--- config.mk ---
export PLATFORM = sky130hd
export DESIGN_NAME = led_display_arbiter
export DESIGN_NICKNAME = d
export VERILOG_FILES = /design/src/rtl/led_display_arbiter.sv
export SDC_FILE = /design/constraint.sdc
export NUM_CORES = 1
export LEC_CHECK = 0
export BUFFER_PORTS_ARGS = -buffer_cell sky130_fd_sc_hd__buf_2
export CORE_AREA = 2 2 66 116
export CTS_CLUSTER_DIAMETER = 200
export DETAILED_ROUTE_END_ITERATION = 10
export DIE_AREA = 0 0 68 118
export PLACE_DENSITY = 0.79
export SYNTH_ARGS = -nofsm -noshare
export SYNTH_HDL_FRONTEND = slang
export SYNTH_SLANG_ARGS = --single-unit
--- constraint.sdc ---
create_clock -name clk -period 1.97 [get_ports clk]
set_input_delay 0.394 -clock clk [delete_from_list [all_inputs] [get_ports clk]]
set_output_delay 0.394 -clock clk [all_outputs]
set_load 0.02 [all_outputs]
--- src/rtl/led_display_arbiter.sv ---
// led_display_arbiter: round-robin owner of the LED bank with a minimum hold time counted in prescaled ticks
module led_display_arbiter #(
  parameter int N_REQ      = 4,
  parameter int LED_W      = 16,
  parameter int TICK_DIV   = 25_000_000,
  parameter int HOLD_TICKS = 8
) (
  input  logic                   clk,
  input  logic                   rst,
  input  logic [N_REQ-1:0]       req,
  input  logic [N_REQ*LED_W-1:0] pat_in,
  output logic [LED_W-1:0]       out,
  output logic [N_REQ-1:0]       grant,
  output logic                   busy
);
  localparam int PW = $clog2(N_REQ);
  localparam int TW = $clog2(TICK_DIV);
  localparam int HW = $clog2(HOLD_TICKS + 1);
  typedef enum logic {IDLE, OWN} state_t;
  state_t           r_state, w_state_nxt;
  logic [TW-1:0]    r_tick_cnt;
  logic             w_tick;
  logic [HW-1:0]    r_hold, w_hold_nxt;
  logic [PW-1:0]    r_ptr, w_ptr_nxt, w_pick;
  logic [PW-1:0]    w_idx [N_REQ];
  logic [N_REQ-1:0] w_grant_nxt;
  logic [LED_W-1:0] w_out_nxt;
  logic             w_release;
  assign w_tick = r_tick_cnt == TW'(TICK_DIV - 1);
  assign busy   = |grant;
  always_ff @(posedge clk)
    if (rst) r_tick_cnt <= '0;
    else     r_tick_cnt <= w_tick ? '0 : r_tick_cnt + 1'b1;
  // Candidate order starts just after the last owner; scanning from the far end lets the nearest set bit win.
  always_comb begin
    for (int k = 0; k < N_REQ; k++) w_idx[k] = PW'((int'(r_ptr) + k + 1) % N_REQ);
    w_pick = r_ptr;
    for (int k = N_REQ - 1; k >= 0; k--) if (req[w_idx[k]]) w_pick = w_idx[k];
  end
  // grant is one-hot on the owner while in OWN, so it doubles as the owner mask.
  assign w_release = !(|(req & grant)) || (r_hold == HW'(HOLD_TICKS) && |(req & ~grant));
  always_comb begin
    w_state_nxt = r_state;
    w_ptr_nxt   = r_ptr;
    w_hold_nxt  = r_hold;
    w_grant_nxt = grant;
    w_out_nxt   = out;
    if (r_state == IDLE) begin
      if (|req) begin
        w_state_nxt = OWN;
        w_ptr_nxt   = w_pick;
        w_grant_nxt = N_REQ'(1) << w_pick;
        w_out_nxt   = pat_in[w_pick*LED_W +: LED_W];
        w_hold_nxt  = '0;
      end
    end else if (w_release) begin
      w_state_nxt = IDLE;
      w_grant_nxt = '0;
      w_out_nxt   = '0;
    end else begin
      w_out_nxt  = pat_in[r_ptr*LED_W +: LED_W];
      w_hold_nxt = (w_tick && r_hold != HW'(HOLD_TICKS)) ? r_hold + 1'b1 : r_hold;
    end
  end
  always_ff @(posedge clk)
    if (rst) begin
      r_state <= IDLE;
      r_ptr   <= PW'(N_REQ - 1);
      r_hold  <= '0;
      grant   <= '0;
      out     <= '0;
    end else begin
      r_state <= w_state_nxt;
      r_ptr   <= w_ptr_nxt;
      r_hold  <= w_hold_nxt;
      grant   <= w_grant_nxt;
      out     <= w_out_nxt;
    end
endmodule

==> Yosys cells after proc, flatten, opt, wreduce, memory -nomap -nowiden <==
Cells that the tools add are included.
{ "classes": {"add_sub_neg": 8, "shift": 3, "bitwise_logic": 4, "n_lt_le_gt_ge": 4, "muxes": 25, "n_reduce_logical": 13, "eq_ne": 6} }
{ "op_table": {"columns": ["cell", "n"], "rows": [
  ["64-bit by 7-bit variable part select with 16-bit output", 2],
  ["16-bit two-way mux", 3],
  ["4-bit two-way mux", 7],
  ["25-bit by 1-bit adder with 25-bit output, second input constant", 1],
  ["25-bit == test, second input constant", 1],
  ["4-bit OR reduction", 4],
  ["2-bit by 3-bit < comparator with 1-bit output, second input constant", 4],
  ["2-bit by 1-bit adder with 2-bit output, second input constant", 4],
  ["4-bit bitwise AND", 2],
  ["1-bit binary-select mux with 2-bit select", 4],
  ["2-bit two-way mux", 4],
  ["1-bit two-way mux", 7],
  ["2-bit adder, second input constant", 2],
  ["4-bit by 1-bit adder with 4-bit output, second input constant", 1],
  ["4-bit == test, second input constant", 1],
  ["2-bit by 1-bit != test with 1-bit output, second input constant", 2],
  ["4-bit != test, second input constant", 1],
  ["4-bit inverter", 1],
  ["2-bit AND reduction", 2],
  ["1-bit by 2-bit left shift with 4-bit output, first input constant", 1],
  ["3-bit AND reduction", 1],
  ["1-bit logical AND", 2],
  ["2-bit != test, second input constant", 1],
  ["2-bit nonzero test", 1],
  ["4 further kinds", 4]
]} }
{ "word_totals": {"out_inout_bits": 21, "reg_bits": 52} }

==> Depth between registers and ports, before layout <==
{ "depth": {"word_depth": 11, "ltp_mapped": 8, "mapped_depth_nobuf": 7} }

==> Worst setup path after synthesis <==
Ideal clock, no wire load.
{ "synth_timing": {"path_kind": "register to register", "start": "register r_tick_cnt[0]", "end": "register r_hold[0]", "required_ns": 1.905, "setup_time_ns": 0.065, "arrival_ns": 1.702, "slack_ns": 0.203, "stages_incl_launch_ff": 7, "n_path_buf": 0, "path_cell_list": "dfxtp_1 -> ha_1 -> and4_2 -> nand2_4 -> nor4_4 -> mux2_2 -> nor2_1"} }
{ "synth_via": {"elab_chain_len": 4} }
{ "synth_lines": {"columns": ["element", "line", "text"], "rows": [
  ["from (decl)", "21", "logic [TW-1:0] r_tick_cnt;"],
  ["from (signal assigned)", "33", "else r_tick_cnt <= w_tick ? '0 : r_tick_cnt + 1'b1;"],
  ["25-bit == test", "29", "assign w_tick = r_tick_cnt == TW'(TICK_DIV - 1);"],
  ["1-bit logical AND", "62", "w_hold_nxt = (w_tick && r_hold != HW'(HOLD_TICKS)) ? r_hold + 1'b1 : r_hold;"],
  ["2-bit by 1-bit != test with 1-bit output (no line)", null, null],
  ["3-bit AND reduction (no line)", null, null],
  ["to (signal assigned)", "75", "r_hold <= w_hold_nxt;"],
  ["to (decl)", "23", "logic [HW-1:0] r_hold, w_hold_nxt;"]
]} }
No other way between the ends.
A chain may end at the register's enable or synchronous reset.

==> Final worst setup path <==
{ "layout_timing": {"start": "register r_hold[0]", "end": "register r_hold[0]"} }
{ "layout_via": {"elab_chain_len": 5} }
{ "layout_lines": {"columns": ["element"], "rows": [
  ["branches (longest 5 deep; another with 4-bit by 1-bit adder with 4-bit output)"]
]} }
Parallel ways; which one is timed is not known. The select of a mux whose other input is x is not followed.

==> run summary <==
GRT overflow: 0
Rows: 41
Syn nets: 485
Die Ht: 118 µm
CTS sink cnt: 52
Crit path launch type: flop
Max Cap Viol: 0
Crit-path max cell delay: 0.42 ns
Routed len/inst: 17.3 µm
Async SR Flop Fraction: 0
Peak Freq: 0.541 GHz
Largest net degree at the start of global routing: 38
Root Buffer Master: clkbuf_16
Critical Path End Type: flop
Initial antenna violation count: 0
Diode count: 0
I/O Buffers: 90
RSZ-0062 raised after global routing: false
Share of the synthesized area in the top cell type: 0.279
Synth warn: 0
CP bufs+invs: 1
Final GP Congestion: 0.864
CTS tree: done
Top FF cell, synth: dfxtp_1
Sequential cell area: 0.00104 mm²
Clock Skew: 0.00727 ns
Final setup violation count: 0
Avg Cell Area, Syn: 9.07 µm²
Clk pin slew, worst setup/hold paths: 0.07 ns
Total CTS buffers: 5
Slowest library cell on the worst path: nor4_4
Core Region: 0.00708 mm²
Slew margin rel.: 0.702
Period utilization: 0.939
Post-route cell area: 0.00456 mm²
Clock Path Buffers: 2
Overall routed net length: 10.1 mm
Number of vias per cell: 6.15
Area occupied by multi-input gates: 0.00251 mm²
Max VDD drop: 0.000434 V
Worst hold-check path type: flop to flop
Netlist Area Pre-Place: 0.00374 mm²
Area Growth Syn to Fin: 22.1%
Post-route ant nets: 0
Worst slew pin tran: 0.445 ns
Filler cell count: 582
Final slew viol count: 0
H-tree Lvls: 2
DIE WIDTH: 68 µm
EDFF count, synth: 0
P_leak: 1.99 nW
Hold buffers post-CTS: 0
First-pass GRT wire length: 15.9 mm
Layout cells sized above 1: 0.299
Vias in the first global route: 3,511
Crit-path max FO: 5
Post-layout minimum cycle time: 1.85 ns
Worst skew pair latency: 0.29 ns
Via count: 3,610
Tot GR Track Use: 0.251
Placed inst area: 0.00437 mm²
Area contributors post-synth: dfxtp_1, a21boi_0, mux4_2, mux2i_1, nor2_1
FF+latch count, synth: 52
CP delay by family, top: simple AND/OR/NAND/NOR gates
I/O pin count: 91
Drt pass-1 iters: 4
Most frequent cells in the layout: buf_2, a21boi_0, dfxtp_1, nor2_1, mux2i_1
Power Density: 701 mW/mm²
Die area: 0.00802 mm²
DRC: 0
Worst path cell trace: inv_1 > ha_1 > nand3b_1 > o211ai_1 > nor4_4 > mux2_2 > nor2_1
CP arrival: 2.08 ns
DR iter-0 viols: 244
Sequential area share after synthesis: 0.279
Final nets: 573
HPWL after DPL: 7.34 mm
Hold Vio Cnt, Final: 0
Cells after Synth: 412
Number of library cell types mapped by synthesis: 52
Status: completed
Req. time, crit path: 2.20 ns
Leading area contributor after synthesis: dfxtp_1
Commonest non-fill, non-tap cell in the layout: buf_2
Kind of critical path: flop to flop
Setup TNS: 0 ns
Starting Density: 0.528
## worst reg2reg max path, cell delays in order, from the launching register on
cell      delay [ns]
dfxtp_2         0.36
inv_1           0.05
ha_1            0.18
nand3b_1        0.12
o211ai_1        0.19
nor4_4          0.42
mux2_2          0.38
nor2_1          0.08
## power by group
part | internal, W | switching, W | leakage (nW)
Combinational | 0.000488 | 0.000547 | 1.49
Clock | 0.000598 | 0.000379 | 0.0808
Sequential | 0.00113 | 0.0000588 | 0.425
## stage by stage
stage / worst slack, ns / std cells / hold WS, ns / total power (W) / util
after global routing: 0.0169 / 587 / 0.493 / 0.00333 / 0.645
final: 0.120 / 587 / 0.461 / 0.00320 / 0.645
after CTS: 0.0585 / 586 / 0.468 / 0.00319 / 0.641
after detailed placement: 0.0752 / 578 / 0.453 / 0.00221 / 0.618
after global placement: 0.152 / 578 / 0.441 / 0.00218 / 0.618
after floorplan: 0.203 / 412 / 0.430 / 0.00189 / -
## per-layer routing
metal	global-route usage	wire, µm
met3	0.0354	547
met1	0.260	3700
met4	0.106	270
met5	0	0
met2	0.468	5630
## final cells by class
type	instances	area share
Inverter	6	0.00493
Timing Repair Buffer	113	0.157
Clock inverter	2	0.00768
Clock buffer	6	0.0282
Tap cell	86	0.0236
Sequential cell	52	0.229
Multi-Input combinational cell	322	0.550
## flip-flops by register name, indices dropped and copies added (netlist names)
| register | flops |
|---|---|
| grant | 4 |
| out | 16 |
| r_hold | 4 |
| r_ptr | 2 |
| r_state | 1 |
| r_tick_cnt | 25 |
## final timing paths
| check | from | end | slack (ns) | depth (start not counted) |
|---|---|---|---|---|
| min reg2reg | r_tick_cnt[0]$_SDFF_PP0_ | r_tick_cnt[0]$_SDFF_PP0_ | 0.46 | 1 |
| max reg2reg | r_hold[0]$_SDFFE_PP0P_ | r_hold[0]$_SDFFE_PP0P_ | 0.12 | 7 |
| min | r_tick_cnt[0]$_SDFF_PP0_ | r_tick_cnt[0]$_SDFF_PP0_ | 0.46 | 1 |
| max | r_hold[0]$_SDFFE_PP0P_ | r_hold[0]$_SDFFE_PP0P_ | 0.12 | 7 |
## cell usage after synthesis, drive strengths merged, types with 4 or more instances
library cell / number
a21boi: 64
dfxtp: 52
nor2: 48
mux2i: 34
a21oi: 19
xor2: 19
clkbuf: 18
nand2: 17
mux4: 16
buf: 14
nand4: 12
a311oi: 11
o21ai: 11
nand2b: 8
nand3: 8
inv: 6
a31oi: 5
and3: 5
nor4: 5
nor2b: 4
or3: 4
## kinds of logic after synthesis
logic type               synth area share
multiplexers                        0.190
AND/OR/NAND/NOR                     0.177
XOR/XNOR                           0.0516
adder cells (fa/ha/maj)            0.0100
buffers and inverters              0.0529
flip-flops                          0.279
AO/OA/AOI/OAI                       0.240
## repair_timing
item                       in CTS  in global routing
gates resized for setup         0                  3
buffers inserted                0                  0
setup endpoints to repair       0                  3
Power figures use the tool's default switching activity.
